--- src/rtl/cmplx_arb_pkg.sv ---
// Shared types and helpers for the complex add/sub arbiter slice.
package cmplx_arb_pkg;

    // Operation select on req_k
    localparam logic K_ADD = 1'b0;
    localparam logic K_SUB = 1'b1;

    // Full-precision width of one complex part at the default operand width
    localparam int unsigned CMPLX_W = 33;

    typedef struct packed {
        logic signed [CMPLX_W-1:0] re;
        logic signed [CMPLX_W-1:0] im;
    } cmplx_t;

    // Requester id width: clog2(n), at least one bit
    function automatic int unsigned idw_f(input int unsigned n);
        int unsigned w;
        w = 0;
        while ((32'd1 << w) < n) begin
            w = w + 1;
        end
        if (w == 0) begin
            w = 1;
        end
        return w;
    endfunction

endpackage

--- src/rtl/Add_Sub_cmplx.sv ---
// Complex adder/subtractor, full precision: C = A + B (k=0) or A - B (k=1).
module Add_Sub_cmplx
    import cmplx_arb_pkg::*;
#(
    parameter int unsigned N = 32
) (
    input  logic [N-1:0] ar_i,
    input  logic [N-1:0] ai_i,
    input  logic [N-1:0] br_i,
    input  logic [N-1:0] bi_i,
    input  logic         k_i,
    output logic [N:0]   cr_o,
    output logic [N:0]   ci_o
);

    // Sign-extend by one bit so the sum or difference can never overflow
    always_comb begin
        logic [N:0] ar_x, ai_x, br_x, bi_x;
        ar_x = {ar_i[N-1], ar_i};
        ai_x = {ai_i[N-1], ai_i};
        br_x = {br_i[N-1], br_i};
        bi_x = {bi_i[N-1], bi_i};
        if (k_i == K_SUB) begin
            cr_o = ar_x - br_x;
            ci_o = ai_x - bi_x;
        end else begin
            cr_o = ar_x + br_x;
            ci_o = ai_x + bi_x;
        end
    end

endmodule

--- src/rtl/rr_arbiter.sv ---
// Round-robin arbiter: first requester strictly after ptr wins (wrapping).
// Purely combinational; the owner of ptr advances it on handshake.
module rr_arbiter #(
    parameter int unsigned NREQ = 4,
    parameter int unsigned IDW  = 2
) (
    input  logic [NREQ-1:0] req_i,
    input  logic [IDW-1:0]  ptr_i,
    output logic [NREQ-1:0] gnt_o,
    output logic [IDW-1:0]  idx_o,
    output logic            any_o
);

    // Scan from ptr+1 around to ptr, keep the first active request
    always_comb begin
        int unsigned j;
        gnt_o = '0;
        idx_o = '0;
        any_o = 1'b0;
        j     = 0;
        for (int unsigned i = 1; i <= NREQ; i++) begin
            j = (32'(ptr_i) + i) % NREQ;
            if (!any_o && req_i[j]) begin
                any_o    = 1'b1;
                gnt_o[j] = 1'b1;
                idx_o    = IDW'(j);
            end
        end
    end

endmodule

--- src/rtl/cmplx_addsub_arb.sv ---
// Round-robin sharing of one complex add/sub between NREQ requesters,
// with a single registered, backpressured result stage tagged by requester id.
// Optional: define CMPLX_ARB_SAT_EN to clip results to the N-bit range and
// add the sat_flag output.
module cmplx_addsub_arb
    import cmplx_arb_pkg::*;
#(
    parameter int unsigned N    = 32,
    parameter int unsigned NREQ = 4,
    parameter int unsigned IDW  = idw_f(NREQ)
) (
    input  logic              clk,
    input  logic              rst_n,
    input  logic [NREQ-1:0]   req_valid,
    output logic [NREQ-1:0]   req_ready,
    input  logic [NREQ*N-1:0] req_ar,
    input  logic [NREQ*N-1:0] req_ai,
    input  logic [NREQ*N-1:0] req_br,
    input  logic [NREQ*N-1:0] req_bi,
    input  logic [NREQ-1:0]   req_k,
    output logic              res_valid,
    input  logic              res_ready,
    output logic [N:0]        res_cr,
    output logic [N:0]        res_ci,
    output logic [IDW-1:0]    res_id,
    output logic [15:0]       op_cnt
`ifdef CMPLX_ARB_SAT_EN
    ,
    output logic              sat_flag
`endif
);

    localparam int unsigned CNT_W = 16;

    logic              res_valid_q, res_valid_d;
    logic [N:0]        res_cr_q, res_cr_d;
    logic [N:0]        res_ci_q, res_ci_d;
    logic [IDW-1:0]    res_id_q, res_id_d;
    logic [IDW-1:0]    ptr_q, ptr_d;
    logic [CNT_W-1:0]  op_cnt_q, op_cnt_d;
    logic              sat_q, sat_d;

    logic [NREQ-1:0]   gnt_c;
    logic [IDW-1:0]    idx_c;
    logic              any_c;
    logic              accept_c;
    logic              hs_c;
    logic [N-1:0]      sel_ar_c, sel_ai_c, sel_br_c, sel_bi_c;
    logic              sel_k_c;
    logic [N:0]        sum_cr_c, sum_ci_c;
    logic [N:0]        out_cr_c, out_ci_c;
    logic              clip_c;

    rr_arbiter #(
        .NREQ (NREQ),
        .IDW  (IDW)
    ) u_arb (
        .req_i (req_valid),
        .ptr_i (ptr_q),
        .gnt_o (gnt_c),
        .idx_o (idx_c),
        .any_o (any_c)
    );

    // Ready only when the result register can take data; none during reset
    always_comb begin
        accept_c  = !res_valid_q || res_ready;
        req_ready = gnt_c & {NREQ{accept_c & rst_n}};
        hs_c      = any_c & accept_c & rst_n;
    end

    // Route the granted requester's operands to the shared datapath
    always_comb begin
        sel_ar_c = req_ar[32'(idx_c)*N +: N];
        sel_ai_c = req_ai[32'(idx_c)*N +: N];
        sel_br_c = req_br[32'(idx_c)*N +: N];
        sel_bi_c = req_bi[32'(idx_c)*N +: N];
        sel_k_c  = req_k[idx_c];
    end

    Add_Sub_cmplx #(
        .N (N)
    ) u_addsub (
        .ar_i (sel_ar_c),
        .ai_i (sel_ai_c),
        .br_i (sel_br_c),
        .bi_i (sel_bi_c),
        .k_i  (sel_k_c),
        .cr_o (sum_cr_c),
        .ci_o (sum_ci_c)
    );

`ifdef CMPLX_ARB_SAT_EN
    // Clip to N-bit range: overflow shows as the top two bits disagreeing
    function automatic logic [N:0] sat_f(input logic [N:0] v);
        if (v[N] != v[N-1]) begin
            return v[N] ? {2'b11, {(N-1){1'b0}}} : {2'b00, {(N-1){1'b1}}};
        end
        return v;
    endfunction

    // Saturated result plus clip indication
    always_comb begin
        out_cr_c = sat_f(sum_cr_c);
        out_ci_c = sat_f(sum_ci_c);
        clip_c   = (sum_cr_c[N] ^ sum_cr_c[N-1]) | (sum_ci_c[N] ^ sum_ci_c[N-1]);
    end

    assign sat_flag = sat_q;
`else
    // Full-precision result passes straight through
    always_comb begin
        out_cr_c = sum_cr_c;
        out_ci_c = sum_ci_c;
        clip_c   = 1'b0;
    end
`endif

    // Result stage, pointer and op counter next-state
    always_comb begin
        res_valid_d = res_valid_q;
        res_cr_d    = res_cr_q;
        res_ci_d    = res_ci_q;
        res_id_d    = res_id_q;
        sat_d       = sat_q;
        ptr_d       = ptr_q;
        op_cnt_d    = op_cnt_q;
        if (hs_c) begin
            res_valid_d = 1'b1;
            res_cr_d    = out_cr_c;
            res_ci_d    = out_ci_c;
            res_id_d    = idx_c;
            sat_d       = clip_c;
            ptr_d       = idx_c;
            op_cnt_d    = op_cnt_q + CNT_W'(1);
        end else if (res_ready) begin
            res_valid_d = 1'b0;
        end
    end

    // State registers; ptr resets to NREQ-1 so requester 0 is served first
    always_ff @(posedge clk or negedge rst_n) begin
        if (!rst_n) begin
            res_valid_q <= 1'b0;
            res_cr_q    <= '0;
            res_ci_q    <= '0;
            res_id_q    <= '0;
            sat_q       <= 1'b0;
            ptr_q       <= IDW'(NREQ - 1);
            op_cnt_q    <= '0;
        end else begin
            res_valid_q <= res_valid_d;
            res_cr_q    <= res_cr_d;
            res_ci_q    <= res_ci_d;
            res_id_q    <= res_id_d;
            sat_q       <= sat_d;
            ptr_q       <= ptr_d;
            op_cnt_q    <= op_cnt_d;
        end
    end

    assign res_valid = res_valid_q;
    assign res_cr    = res_cr_q;
    assign res_ci    = res_ci_q;
    assign res_id    = res_id_q;
    assign op_cnt    = op_cnt_q;

endmodule
--- config.mk ---
export PLATFORM = sky130hd
export DESIGN_NAME = cmplx_addsub_arb
export DESIGN_NICKNAME = d
export VERILOG_FILES = /design/src/rtl/cmplx_arb_pkg.sv /design/src/rtl/Add_Sub_cmplx.sv /design/src/rtl/rr_arbiter.sv /design/src/rtl/cmplx_addsub_arb.sv
export SDC_FILE = /design/constraint.sdc
export NUM_CORES = 1
export LEC_CHECK = 0
export CAP_MARGIN = 20
export CORE_AREA = 2 2 237 239
export DETAILED_ROUTE_END_ITERATION = 10
export DIE_AREA = 0 0 239 241
export SYNTH_ARGS = -nofsm -noshare
export SYNTH_HDL_FRONTEND = slang
export SYNTH_SLANG_ARGS = --single-unit
export TNS_END_PERCENT = 1
--- constraint.sdc ---
create_clock -name clk -period 8.5 [get_ports clk]
set_input_delay 2.125 -clock clk [delete_from_list [all_inputs] [get_ports clk]]
set_output_delay 2.125 -clock clk [all_outputs]
set_load 0.005 [all_outputs]
==> impl_results.rst <==
.. list-table::
   :header-rows: 1

   * - Metric
     - Value
   * - Status
     - complete, no violations
   * - Share of layout cells above drive strength 1
     - 0.0690
   * - Routability Congestion
     - 0.917
   * - Arrival time of the worst setup path
     - 8.37 ns
   * - CTS tree
     - done
   * - Placement Setup Slack
     - 0.00759 ns
   * - End of the worst register-to-register path
     - res_cr[30]$_DFFE_PN0P_
   * - Vias in the first global route
     - 16,000
   * - Via count
     - 16,100
   * - Maxcap violations
     - 0
   * - Clock Path Buffers
     - 2
   * - Syn-to-layout area delta
     - 58.7%
   * - Layout Nets
     - 3,044
   * - Number of port buffers
     - 611
   * - Initial Util
     - 0.236
   * - Average wire per standard cell
     - 22.1 um
   * - Vias per cell
     - 5.11
   * - Number of synthesis warnings
     - 0
   * - DR pass1 iterations
     - 5
   * - Wire length of the first global-routing pass
     - 100,000 um
   * - Cell-by-cell trace of the critical path
     - clkdlybuf4s50_1 -> mux4_2 -> nor2b_4 -> a221oi_4 -> o21a_4 -> buf_12 -> nand2_1 -> nand2_1 -> ha_1 -> and3_1 -> nor2_1 -> xor2_1 -> ha_1 -> nor3_1 -> o21ai_0 -> a31oi_1 -> o21ai_0 -> a21oi_1 -> a31oi_1 -> a31oi_1 -> o21ai_0 -> a2111o_1 -> o311ai_0
   * - Most common cell after layout, fill and taps aside
     - sky130_fd_sc_hd__clkdlybuf4s50_1
   * - Core Region
     - 54,900 um2
   * - Pin count of the biggest net entering global routing
     - 82
   * - Average footprint of a synthesized cell
     - 6.96 um2
   * - Cell with the largest stage delay on the worst path
     - sky130_fd_sc_hd__mux4_2
   * - Transition at the pin with the smallest max-transition slack
     - 0.864 ns
   * - Part of the cycle the worst path needs
     - 0.954
   * - Largest cells by area after synthesis
     - sky130_fd_sc_hd__dfrtp_1 (16%), sky130_fd_sc_hd__nand2_1 (14%), sky130_fd_sc_hd__ha_1 (7.1%)
   * - Global-route total usage across every layer
     - 0.233
   * - Aggregate global routing overflow
     - 0
   * - Met3 capacity usage during global routing
     - 0.0509
   * - Met2 Usage GRT
     - 0.425
   * - Post-synth ARST share
     - 1.00
   * - Hold Crit Endpoint
     - res_cr[18]$_DFFE_PN0P_
   * - Worst setup SP type
     - input pin
   * - Detailed Place HPWL
     - 59,100 um
   * - Cell area after technology mapping
     - 12,900 um2
   * - Hold/Removal Path Class
     - flop to flop
   * - Area share of the leading cell type in the synthesized netlist
     - 0.164
   * - Number of synthesized register bits
     - 87
   * - Clock transition time at the flip-flop clock pins of the worst setup and hold paths
     - 0.08 ns
   * - Crit path required time
     - 8.76 ns
   * - Remaining design rule violation count
     - 0
   * - Worst hold path depth
     - 2
   * - Critical path class
     - input pin to flop
   * - Cell depth of the worst flop-to-flop path
     - 24
   * - Iter 0 DRT Violations
     - 1,136
   * - Buffers & Inverters on Critical Path
     - 2
   * - Post-synth cell types
     - 88
   * - Later-pin clock latency in the skew report
     - 0.38 ns
   * - Commonest cells after routing, fill and taps aside
     - sky130_fd_sc_hd__clkdlybuf4s50_1 (610), sky130_fd_sc_hd__nand2_1 (494), sky130_fd_sc_hd__nor2_1 (130)
   * - Filler instances
     - 5,740
   * - Antenna violations before repair
     - 15
   * - Largest fanout on the critical path
     - 27
   * - Final count of hold timing violations
     - 0
   * - Critical Path End Type
     - flop
   * - Hold path startpoint
     - res_cr[18]$_DFFE_PN0P_
   * - I/O pin count
     - 612
   * - Y dimension of the die
     - 241 um
   * - Horiz. Die Dim
     - 239 um
   * - Synthesized netlist net count
     - 2,456
   * - Most heavily used metal layer in global routing
     - met2
   * - Die footprint
     - 57,600 um2
   * - GR Util met1
     - 0.279
   * - Final worst setup slack
     - 0.392 ns
   * - Worst rel slew slack
     - 0.418
   * - EDFF count, synth
     - 0
   * - Cell accounting for the most synthesized area
     - sky130_fd_sc_hd__dfrtp_1
   * - Number of buffers inserted during clock tree synthesis
     - 9
   * - Final critical path time including I/O delays and setup
     - 8.11 ns
   * - Number of pins exceeding their max-slew limit in the final report
     - 0
   * - Delay of the slowest critical-path stage
     - 0.60 ns
   * - Synthesized instance count
     - 1,858
   * - Top delay family on crit path
     - compound AO/OA/AOI/OAI gates
   * - Max Freq
     - 0.123 GHz
   * - Clock tree root buffer cell
     - sky130_fd_sc_hd__clkbuf_16
   * - Clock sink count
     - 87
   * - Row count
     - 86
   * - Number of failing setup endpoints in the final timing report
     - 0
   * - Sequential fraction of the synthesis area
     - 0.169
   * - H-tree depth
     - 3
   * - Final Routed Wirelength
     - 70,000 um
   * - Antenna-violating nets left
     - 0
   * - Most instantiated flip-flop cell in the synthesis netlist
     - sky130_fd_sc_hd__dfrtp_1
   * - Clock tree skew after final layout
     - 0.0160 ns
   * - R2R Setup Slk
     - 1.22 ns
   * - Setup repair after global routing missed its margin
     - true
   * - Reg2reg start
     - ptr_q[0]$_DFFE_PN1P_
[layout make-up]
cell class                      count  area (um2)  share of cell area
Antenna cell                        5        12.5            0.000609
Clock buffer                        9         225              0.0110
Clock inverter                      6        95.1             0.00463
Inverter                           35         131             0.00640
Multi-Input combinational cell   1624       10200               0.497
Sequential cell                    87        2180               0.106
Tap cell                          704         881              0.0429
Timing Repair Buffer              689        6800               0.331
[per-layer routing]
layer | up-vias | wire [um]
li1 | 7821 | -
met1 | 7673 | 29000
met2 | 558 | 34900
met3 | 66 | 4730
met4 | 18 | 1200
met5 | - | 133
[stage by stage]
step	cell area, um2	hold WS [ns]	TNS, ns	util	instances
2_1_floorplan	12900	0.463	0	-	1858
3_3_place_gp	20200	0.455	0	0.367	3134
3_5_place_dp	20200	0.461	0	0.367	3134
4_1_cts	20500	0.478	0	0.373	3149
5_1_grt	20500	0.503	-0.00278	0.374	3156
6_report	20500	0.475	0	0.374	3159
[tightest hold or removal path, stage by stage (launching register included)]
cell                      delay, ns
sky130_fd_sc_hd__dfrtp_1       0.35
sky130_fd_sc_hd__nand2_1       0.05
sky130_fd_sc_hd__nand2_1       0.05
[sequential cells by signal, indices dropped and copies added (netlist names)]
signal / count
ptr_q: 2
res_id: 2
res_valid: 1
op_cnt: 16
res_ci: 33
res_cr: 33
[synth_stat cells (all sizes together) (3+ instances only)]
library cell and count:
o311ai 10, a31oi 84, clkbuf 72, o211ai 14, inv 35, nand2 496, nor2b 11, a22oi 4
o21bai 9, xor2 58, o41ai 3, and3b 3, a221oi 17, buf 40, mux4 25, or4 6
nor4b 4, o21ai 123, a21boi 4, xnor2 69, a2111o 3, a21oi 82, nand3 54, ha 73
or2 4, and3 85, o31ai 9, nand2b 15, and2 11, nor3 41, o21a 10, o22ai 6
nor2 131, a211oi 11, o2111ai 4, a21o 28, mux2 16, mux2i 35, nand4 13, or3 15
dfrtp 85, nor4 8
[logic make-up after synthesis]
kind of cell	Yosys count	share of synthesized area
flip-flops	87	0.169
buffers and inverters	147	0.0475
multiplexers	76	0.0848
AND/OR/NAND/NOR	902	0.314
XOR/XNOR	127	0.0860
AO/OA/AOI/OAI	444	0.226
adder cells (fa/ha/maj)	75	0.0737
[how the worst max path moves through the flow]
stage,startpoint,to,slack (ns),depth (start not counted)
final,req_valid[3],res_cr[30]$_DFFE_PN0P_,0.39,23
after global routing,req_valid[1],res_ci[32]$_DFFE_PN0P_,-0.003,26
after CTS,req_valid[0],res_cr[30]$_DFFE_PN0P_,0.40,22
after detailed placement,req_valid[0],res_cr[30]$_DFFE_PN0P_,0.008,22
after global placement,req_valid[1],res_ci[32]$_DFFE_PN0P_,0.08,26
after floorplan,req_valid[1],res_ci[32]$_DFFE_PN0P_,0.41,32
[timing repair]
action / CTS / global route
setup buffers: 0 / 5
hold buffers: 0 / 0
gates resized for setup: 0 / 2
setup endpoints to repair: 0 / 2
Power is not shown: default switching activity piles up to over one toggle a cycle in this logic, so the estimate is an artifact.
==> edit (same settings) <==
Reset style: synchronous (`rst_n`), changed in one clocked block.
--- a/src/rtl/cmplx_addsub_arb.sv
+++ b/src/rtl/cmplx_addsub_arb.sv
@@ -140,5 +140,5 @@
 
     // State registers; ptr resets to NREQ-1 so requester 0 is served first
-    always_ff @(posedge clk or negedge rst_n) begin
+    always_ff @(posedge clk) begin
         if (!rst_n) begin
             res_valid_q <= 1'b0;
Behaviour: differs if rst_n is asserted again (counterexample within 4 cycles, from zero or initial values and one cycle with rst_n low); with rst_n held inactive, the same outputs for 4 cycles.
==> edit against the original RTL <==
Register-to-register slack improved by 180 ps; final area rose by 2.8%; synthesized area fell by 0.86%; die area did not move; sequential cell count did not move; utilization rose by 1.1 points; critical path depth rose by 2; routed wire length fell by 1.2%; worst setup slack got worse by 110 ps; global-route usage fell by 0.48 points.
Power is not shown: default switching activity piles up to over one toggle a cycle in this logic, so the estimate is an artifact.
==> edit: results (changes against the original RTL) <==
metric,value,unit,change
pre_cts_ws,-199,ps,was 7.59 ps
track_usage,22.8,%,was 23.3%
wl_met1,31400,microns,"was 29,000 microns"
grtUsageMet2,39.1,%,was 42.5%
gp_congestion,0.942,,was 0.917
place_hpwl,58900,microns,"was 59,100 microns"
routed_wl,69100,microns,"was 70,000 microns"
syn_nets,2488,,"was 2,456"
hold_ws,452,ps,was 475 ps
crit-reg2reg-launch,ptr_q[1],,was ptr_q[0]
status,"complete, no violations",,unchanged
final_nets,3162,,"was 3,044"
cp_max_fo,12,,was 27
cp.arrival,8450,ps,was 8370 ps
drive_gt1_share,10.5,%,was 6.90%
place_inst,3254,,"was 3,134"
grt_first_pass_wirelength,101000,microns,"was 100,000 microns"
maxSlewHeadroom,38.3,%,was 41.8%
dpl_cell_area,0.0207,sq mm,was 0.0202 sq mm
synthCells,1890,,"was 1,858"
vias,16868,,"was 16,136"
grt_use_met1,30.7,%,was 27.9%
synth_area_leaders,"dfxtp_1 14%, nand2_1 12%, ha_1 7.1%",,"was dfrtp_1 16%, nand2_1 14%, ha_1 7.1%"
synth_common_cells,"407 x nand2_1, 125 x o21ai_0, 117 x nand3_1",,"was 494 x nand2_1, 131 x nor2_1, 118 x o21ai_0"
grt_max_degree,88,,was 82
grt_antenna_before_repair,7,,was 15
gr-usage-met3,2.94,%,was 5.09%
crit_end,res_ci[30],,was res_cr[30]
[edit: timing repair]
action	in CTS	in global routing
resized for setup	0	14
hold buffers	0	0
setup buffers	0	3
endpoints found under the setup margin	0	8
[edit: area by class of cell]
class / count / area [sq um]
Timing Repair Buffer: 790 / 7530
Fill cell: 5700 / 33800
Sequential cell: 87 / 1740
Clock inverter: 3 / 25.0
Antenna cell: 6 / 15.0
Clock buffer: 13 / 270
Multi-Input combinational cell: 1634 / 10500
Inverter: 42 / 158
Tap cell: 704 / 881
[edit: cells by family (layout without fill, tap and decap cells)]
logic type                 count (synthesis)  count (layout)  synth area share [%]
buffers and inverters                    169             848                  5.33
xor gates and xnor gates                 129             129                  8.81
DFF                                       87              87                  13.6
other                                      0               6                     0
muxes                                     85              85                  8.51
and+or+nand+nor                          832             832                  29.7
adders and majority gates                 75              75                  7.44
AOI/OAI and AO/OA                        513             513                  26.6
[edit: worst min-delay path, delay by kind of cell (launching register included)]
kind | cells | cell delay (ps)
simple gates | 2 | 100
flops | 1 | 320
